`src/rtl/uart_pkg.sv`:
```
// Shared types and constants for the 8N1 UART core.
package uart_pkg;

  localparam int unsigned CLOCK_DIVIDE_DEFAULT = 1302;

  // Countdown reload values, in quarter-bit ticks
  localparam int unsigned QTR_HALF = 2;
  localparam int unsigned QTR_FULL = 4;
  localparam int unsigned QTR_TWO  = 8;

  localparam int unsigned CNT_W  = 4;
  localparam int unsigned BITS_W = 4;
  localparam int unsigned DATA_W = 8;

  typedef enum logic [2:0] {
    RX_IDLE,
    RX_CHECK_START,
    RX_READ_BITS,
    RX_CHECK_STOP,
    RX_ERROR,
    RX_DELAY_RESTART,
    RX_RECEIVED
  } rx_state_t;

  typedef enum logic [1:0] {
    TX_IDLE,
    TX_SENDING,
    TX_DELAY
  } tx_state_t;

endpackage

```
`src/rtl/uart_sync2.sv`:
```
// Two-flop synchronizer for the serial input; resets to the idle-high level.
module uart_sync2 (
  input  logic clk_i,
  input  logic rst_i,
  input  logic d_i,
  output logic q_o
);

  logic meta;

  // Capture the asynchronous line through two stages
  always_ff @(posedge clk_i or posedge rst_i) begin
    if (rst_i) begin
      meta <= 1'b1;
      q_o  <= 1'b1;
    end else begin
      meta <= d_i;
      q_o  <= meta;
    end
  end

endmodule

```
`src/rtl/uart_core.sv`:
```
// Full-duplex 8N1 UART: independent receive and transmit FSMs, 4x oversampled.
module uart_core
  import uart_pkg::*;
#(
  parameter int unsigned CLOCK_DIVIDE = CLOCK_DIVIDE_DEFAULT
) (
  input  logic              clk_i,
  input  logic              rst_i,
  input  logic              rx_i,
  output logic              tx_o,
  input  logic              transmit_i,
  input  logic [DATA_W-1:0] tx_byte_i,
  output logic              received_o,
  output logic [DATA_W-1:0] rx_byte_o,
  output logic              is_receiving_o,
  output logic              is_transmitting_o,
  output logic              recv_error_o
);

  localparam int unsigned      DIV_W    = $clog2(CLOCK_DIVIDE + 1);
  localparam logic [DIV_W-1:0] DIV_LOAD = DIV_W'(CLOCK_DIVIDE);

  logic rx_sync;

  rx_state_t rx_state_q, rx_state_d;
  logic [DIV_W-1:0]  rx_div_q, rx_div_d;
  logic [CNT_W-1:0]  rx_cnt_q, rx_cnt_d;
  logic [BITS_W-1:0] rx_bits_q, rx_bits_d;
  logic [DATA_W-1:0] rx_data_q, rx_data_d;
  logic              rx_tick, rx_expired;

  tx_state_t tx_state_q, tx_state_d;
  logic [DIV_W-1:0]  tx_div_q, tx_div_d;
  logic [CNT_W-1:0]  tx_cnt_q, tx_cnt_d;
  logic [BITS_W-1:0] tx_bits_q, tx_bits_d;
  logic [DATA_W-1:0] tx_data_q, tx_data_d;
  logic              tx_tick, tx_expired, tx_out_d;

  logic received_d, recv_error_d, is_receiving_d, is_transmitting_d;

  uart_sync2 u_sync (
    .clk_i (clk_i),
    .rst_i (rst_i),
    .d_i   (rx_i),
    .q_o   (rx_sync)
  );

  // State, datapath and registered outputs
  always_ff @(posedge clk_i or posedge rst_i) begin
    if (rst_i) begin
      rx_state_q        <= RX_IDLE;
      rx_div_q          <= DIV_LOAD;
      rx_cnt_q          <= '0;
      rx_bits_q         <= '0;
      rx_data_q         <= '0;
      tx_state_q        <= TX_IDLE;
      tx_div_q          <= DIV_LOAD;
      tx_cnt_q          <= '0;
      tx_bits_q         <= '0;
      tx_data_q         <= '0;
      tx_o              <= 1'b1;
      received_o        <= 1'b0;
      recv_error_o      <= 1'b0;
      is_receiving_o    <= 1'b0;
      is_transmitting_o <= 1'b0;
      rx_byte_o         <= '0;
    end else begin
      rx_state_q        <= rx_state_d;
      rx_div_q          <= rx_div_d;
      rx_cnt_q          <= rx_cnt_d;
      rx_bits_q         <= rx_bits_d;
      rx_data_q         <= rx_data_d;
      tx_state_q        <= tx_state_d;
      tx_div_q          <= tx_div_d;
      tx_cnt_q          <= tx_cnt_d;
      tx_bits_q         <= tx_bits_d;
      tx_data_q         <= tx_data_d;
      tx_o              <= tx_out_d;
      received_o        <= received_d;
      recv_error_o      <= recv_error_d;
      is_receiving_o    <= is_receiving_d;
      is_transmitting_o <= is_transmitting_d;
      if (received_d) begin
        rx_byte_o <= rx_data_q;
      end
    end
  end

  // Receive divider, countdown and next-state
  always_comb begin
    rx_state_d = rx_state_q;
    rx_bits_d  = rx_bits_q;
    rx_data_d  = rx_data_q;
    rx_tick    = (rx_div_q == DIV_W'(1));
    rx_div_d   = rx_tick ? DIV_LOAD : rx_div_q - DIV_W'(1);
    rx_cnt_d   = rx_tick ? rx_cnt_q - CNT_W'(1) : rx_cnt_q;
    rx_expired = rx_tick && (rx_cnt_d == '0);
    case (rx_state_q)
      RX_IDLE: begin
        if (!rx_sync) begin
          rx_div_d   = DIV_LOAD;
          rx_cnt_d   = CNT_W'(QTR_HALF);
          rx_state_d = RX_CHECK_START;
        end
      end
      RX_CHECK_START: begin
        if (rx_expired) begin
          if (!rx_sync) begin
            rx_cnt_d   = CNT_W'(QTR_FULL);
            rx_bits_d  = BITS_W'(DATA_W);
            rx_state_d = RX_READ_BITS;
          end else begin
            rx_state_d = RX_ERROR;
          end
        end
      end
      RX_READ_BITS: begin
        if (rx_expired) begin
          rx_data_d  = {rx_sync, rx_data_q[DATA_W-1:1]};
          rx_cnt_d   = CNT_W'(QTR_FULL);
          rx_bits_d  = rx_bits_q - BITS_W'(1);
          rx_state_d = (rx_bits_q == BITS_W'(1)) ? RX_CHECK_STOP : RX_READ_BITS;
        end
      end
      RX_CHECK_STOP: begin
        if (rx_expired) begin
          rx_state_d = rx_sync ? RX_RECEIVED : RX_ERROR;
        end
      end
      RX_ERROR: begin
        rx_div_d   = DIV_LOAD;
        rx_cnt_d   = CNT_W'(QTR_TWO);
        rx_state_d = RX_DELAY_RESTART;
      end
      RX_DELAY_RESTART: begin
        if (rx_expired) begin
          rx_state_d = RX_IDLE;
        end
      end
      RX_RECEIVED: rx_state_d = RX_IDLE;
      default:     rx_state_d = RX_IDLE;
    endcase
  end

  // Transmit divider, countdown, serializer and next-state
  always_comb begin
    tx_state_d = tx_state_q;
    tx_bits_d  = tx_bits_q;
    tx_data_d  = tx_data_q;
    tx_out_d   = tx_o;
    tx_tick    = (tx_div_q == DIV_W'(1));
    tx_div_d   = tx_tick ? DIV_LOAD : tx_div_q - DIV_W'(1);
    tx_cnt_d   = tx_tick ? tx_cnt_q - CNT_W'(1) : tx_cnt_q;
    tx_expired = tx_tick && (tx_cnt_d == '0);
    case (tx_state_q)
      TX_IDLE: begin
        if (transmit_i) begin
          tx_data_d  = tx_byte_i;
          tx_div_d   = DIV_LOAD;
          tx_cnt_d   = CNT_W'(QTR_FULL);
          tx_bits_d  = BITS_W'(DATA_W);
          tx_out_d   = 1'b0;
          tx_state_d = TX_SENDING;
        end
      end
      TX_SENDING: begin
        if (tx_expired) begin
          if (tx_bits_q != '0) begin
            tx_out_d  = tx_data_q[0];
            tx_data_d = {1'b0, tx_data_q[DATA_W-1:1]};
            tx_bits_d = tx_bits_q - BITS_W'(1);
            tx_cnt_d  = CNT_W'(QTR_FULL);
          end else begin
            tx_out_d   = 1'b1;
            tx_cnt_d   = CNT_W'(QTR_TWO);
            tx_state_d = TX_DELAY;
          end
        end
      end
      TX_DELAY: begin
        if (tx_expired) begin
          tx_state_d = TX_IDLE;
        end
      end
      default: tx_state_d = TX_IDLE;
    endcase
  end

  // Status outputs follow the next state so they line up with it once registered
  always_comb begin
    received_d        = (rx_state_d == RX_RECEIVED);
    recv_error_d      = (rx_state_d == RX_ERROR);
    is_receiving_d    = (rx_state_d != RX_IDLE);
    is_transmitting_d = (tx_state_d != TX_IDLE);
  end

endmodule

```
`config.mk`:
```
export PLATFORM = sky130hd
export DESIGN_NAME = uart_core
export DESIGN_NICKNAME = d
export VERILOG_FILES = /design/src/rtl/uart_pkg.sv /design/src/rtl/uart_sync2.sv /design/src/rtl/uart_core.sv
export SDC_FILE = /design/constraint.sdc
export NUM_CORES = 1
export LEC_CHECK = 0
export CORE_ASPECT_RATIO = 0.7
export CORE_MARGIN = 2
export CORE_UTILIZATION = 45
export CTS_CLUSTER_SIZE = 14
export DETAILED_ROUTE_END_ITERATION = 6
export DONT_BUFFER_PORTS = 1
export PLACE_DENSITY = 0.56
export SYNTH_ARGS = -nofsm -noshare
export SYNTH_HDL_FRONTEND = slang
export SYNTH_HIERARCHICAL = 1
export SYNTH_SLANG_ARGS = --single-unit
```
`constraint.sdc`:
```
create_clock -name clk_i -period 2.6 [get_ports clk_i]
set_clock_uncertainty 0.1 [all_clocks]
set_input_delay 0.39 -clock clk_i [delete_from_list [all_inputs] [get_ports clk_i]]
set_output_delay 0.39 -clock clk_i [all_outputs]
set_load 0.03 [all_outputs]
```
==> results.sh <==
export IMPL_yosysMostFrequentCell="dfrtp_1"
export IMPL_setup_viol=0
export IMPL_slew_viol_final=0
export IMPL_power_density_nw_per_um2=606
export IMPL_grt_remaining_overflow=0
export IMPL_crit_path_max_fanout=9
export IMPL_grt_use_met1_pct=26.0
export IMPL_status="finished, final reports clean"
export IMPL_crit_type="reg -> reg"
export IMPL_root_buffer="clkbuf_16"
export IMPL_vias_per_cell=5.33
export IMPL_die_area_um2=9040
export IMPL_path_delay_family="simple AND/OR/NAND/NOR gates"
export IMPL_portBuffers=0
export IMPL_ctsHoldBuffers=2
export IMPL_min_path_type="in -> reg"
export IMPL_drtIter0Drc=131
export IMPL_clk_pin_slew_worst_paths_ps=60
export IMPL_drive_gt1_share_pct=19.7
export IMPL_fin_crit_sh_pct=84.7
export IMPL_cts_buffers=9
export IMPL_dp_hpwl_mm=4.86
export IMPL_worst_setup_path_start_kind="flip-flop"
export IMPL_syn_area_um2=3730
export IMPL_cpPeakStageDelay_ps=580
export IMPL_period_minus_slack_ps=2200
export IMPL_setup_tns_ps=0
export IMPL_clock_sinks=74
export IMPL_tightestPinTransition_ps=648
export IMPL_grt_pass1_wl_mm=12.4
export IMPL_clkLatencyLatePin_ps=330
export IMPL_area_delta_synth_final_pct=14.3
export IMPL_required_ps=2710
export IMPL_yosys_most_used_dff="dfrtp_1"
export IMPL_irDropWorstVdd_uv=507
export IMPL_htreeDepth=3
export IMPL_globalRouteMet3Util_pct=6.11
export IMPL_synth_edff_count=0
export IMPL_gp_congestion=0.780
export IMPL_grt_pass1_vias=2526
export IMPL_core_area_um2=7940
export IMPL_grt_antenna_before_repair=0
export IMPL_cp_cell_sequence="inv_1, ha_1, and3b_1, nand2_1, or3_1, mux2_1"
export IMPL_fin_cells=472
export IMPL_ioPinCount=25
export IMPL_vias=2518
export IMPL_hold_violations=0
export IMPL_grt_max_degree=73
export IMPL_grt_setup_unrepaired="false"
export IMPL_p_leak_nw=1.88
export IMPL_end_kind="flip-flop"
export IMPL_cts_setup_buffers=0
export IMPL_wl_per_cell_um=15.1
export IMPL_synth_avg_cell_area_um2=10.6
export IMPL_async_flop_share_pct=100
export IMPL_cp_slowest_cell="or3_1"
export IMPL_ys_ff_latch=74
export IMPL_tritoncts="done"
export IMPL_synthTopCellsByArea="dfrtp_1 41%, dfstp_2 9.2%, mux2_2 6.6%"
export IMPL_num_rows=27
export IMPL_synth_warning_count=6
export IMPL_start_util_pct=46.9
export IMPL_drc=0
export IMPL_firstDrtPassIters=4
export IMPL_postCtsResizedCells=0
export IMPL_insertedDiodeCount=0
export IMPL_finalNetCount=388
export IMPL_cts_path_max_buffers=2
export IMPL_seq_area_frac_synth_pct=50.1
export IMPL_yosysTopAreaCell="dfrtp_1"
export IMPL_synth_common_cells="61 x dfrtp_1, 55 x nand2_1, 28 x nor2_1, 22 x mux2_2, 15 x inv_1"
export IMPL_totalWireLength_mm=7.14
export IMPL_fmax_mhz=454
export IMPL_die_h_um=80.1
export IMPL_total_power_w=0.00258
export IMPL_grtUsageTotal_pct=17.6
export IMPL_placed_cells=454
export IMPL_crit_arrival_ps=2310
export IMPL_drtAntennaViolNets=0
export IMPL_synth_top_area_share_pct=41.0
export IMPL_ys_types=52
export IMPL_synthesis_nets=374
export IMPL_synthCells=352
export IMPL_die_w_um=113
export IMPL_maxCapViolations=0
export IMPL_path_buf_inv=1
export IMPL_gr_max_usage_layer="met1"
export IMPL_use_met2_pct=24.1
export IMPL_slew_headroom_pct=56.5
[state kept, by name, indices dropped and copies added, names as in the netlist, 2 cells and up]
register	flops
tx_data_q	8
tx_cnt_q	4
rx_data_q	8
tx_state_q	2
rx_byte_o	8
rx_div_q	11
rx_cnt_q	4
tx_bits_q	4
tx_div_q	11
rx_state_q	3
rx_bits_q	4
[area by class of cell]
class	count	area, µm²
Clock inverter	6	105
Sequential cell	74	1870
Clock buffer	10	229
Fill cell	683	3680
Multi-Input combinational cell	253	1760
Inverter	15	56.3
Tap cell	101	126
Timing Repair Buffer	13	115
[worst paths after layout]
check | startpoint | to | slack (ps) | depth (start not counted)
worst max-delay path | rx_cnt_q[0] | rx_data_q[0] | 400 | 6
worst min-delay path | tx_byte_i[6] | tx_data_q[6] | 200 | 3
worst max register to register | rx_cnt_q[0] | rx_data_q[0] | 400 | 6
worst min register to register | u_sync/meta | u_sync/q_o | 260 | 0
max in group asynchronous | rst_i | tx_o | 1540 | 3
min in group asynchronous | rst_i | u_sync/meta | 460 | 2
[routing by layer]
metal	share of wire (%)	up-vias
li1	-	1249
met1	54	1207
met2	41	53
met3	4.7	9
met4	1.1	0
met5	0	-
[worst min-delay path: cells and delay by family]
family / cells / cell delay [ps]
mux: 1 / 130
simple gates: 2 / 80
[placed cells by master, fill, tap and decap left out, types with 11 or more instances in the layout]
cell type and count:
inv_1 14, xnor2_1 11, nor2_1 28, dfstp_2 13, xor2_1 14, nand2_1 55
dfrtp_1 61, nand3_1 12, mux2_2 22
[kinds of logic after synthesis]
family	count (synthesis)	share of synthesized area [%]
AO/OA/AOI/OAI	26	5.00
XOR/XNOR	25	5.88
adder cells (fa/ha/maj)	10	3.36
buffers and inverters	25	2.65
flip-flops	74	50.1
multiplexers	31	9.27
AND/OR/NAND/NOR	161	23.7
[stage by stage]
step / hold slack, ps / worst slack [ps] / instance area, µm² / utilization (%)
after floorplan: 202 / 303 / 3730 / -
after global placement: 208 / 443 / 3910 / 49.2
after detailed placement: 213 / 387 / 3910 / 49.2
after CTS: 192 / 380 / 4260 / 53.6
after global routing: 207 / 245 / 4260 / 53.6
final: 202 / 398 / 4260 / 53.6
[report_power, final]
group / internal (W) / leakage [nW] / switching (W) / total (W)
sequential: 0.00116 / 0.848 / 0.00000189 / 0.00116
combinational: 0.00000797 / 0.864 / 0.0000254 / 0.0000334
clock: 0.000932 / 0.166 / 0.000459 / 0.00139
total: 0.00210 / 1.88 / 0.000487 / 0.00258
Note: power is estimated with default switching activity, not from simulation.
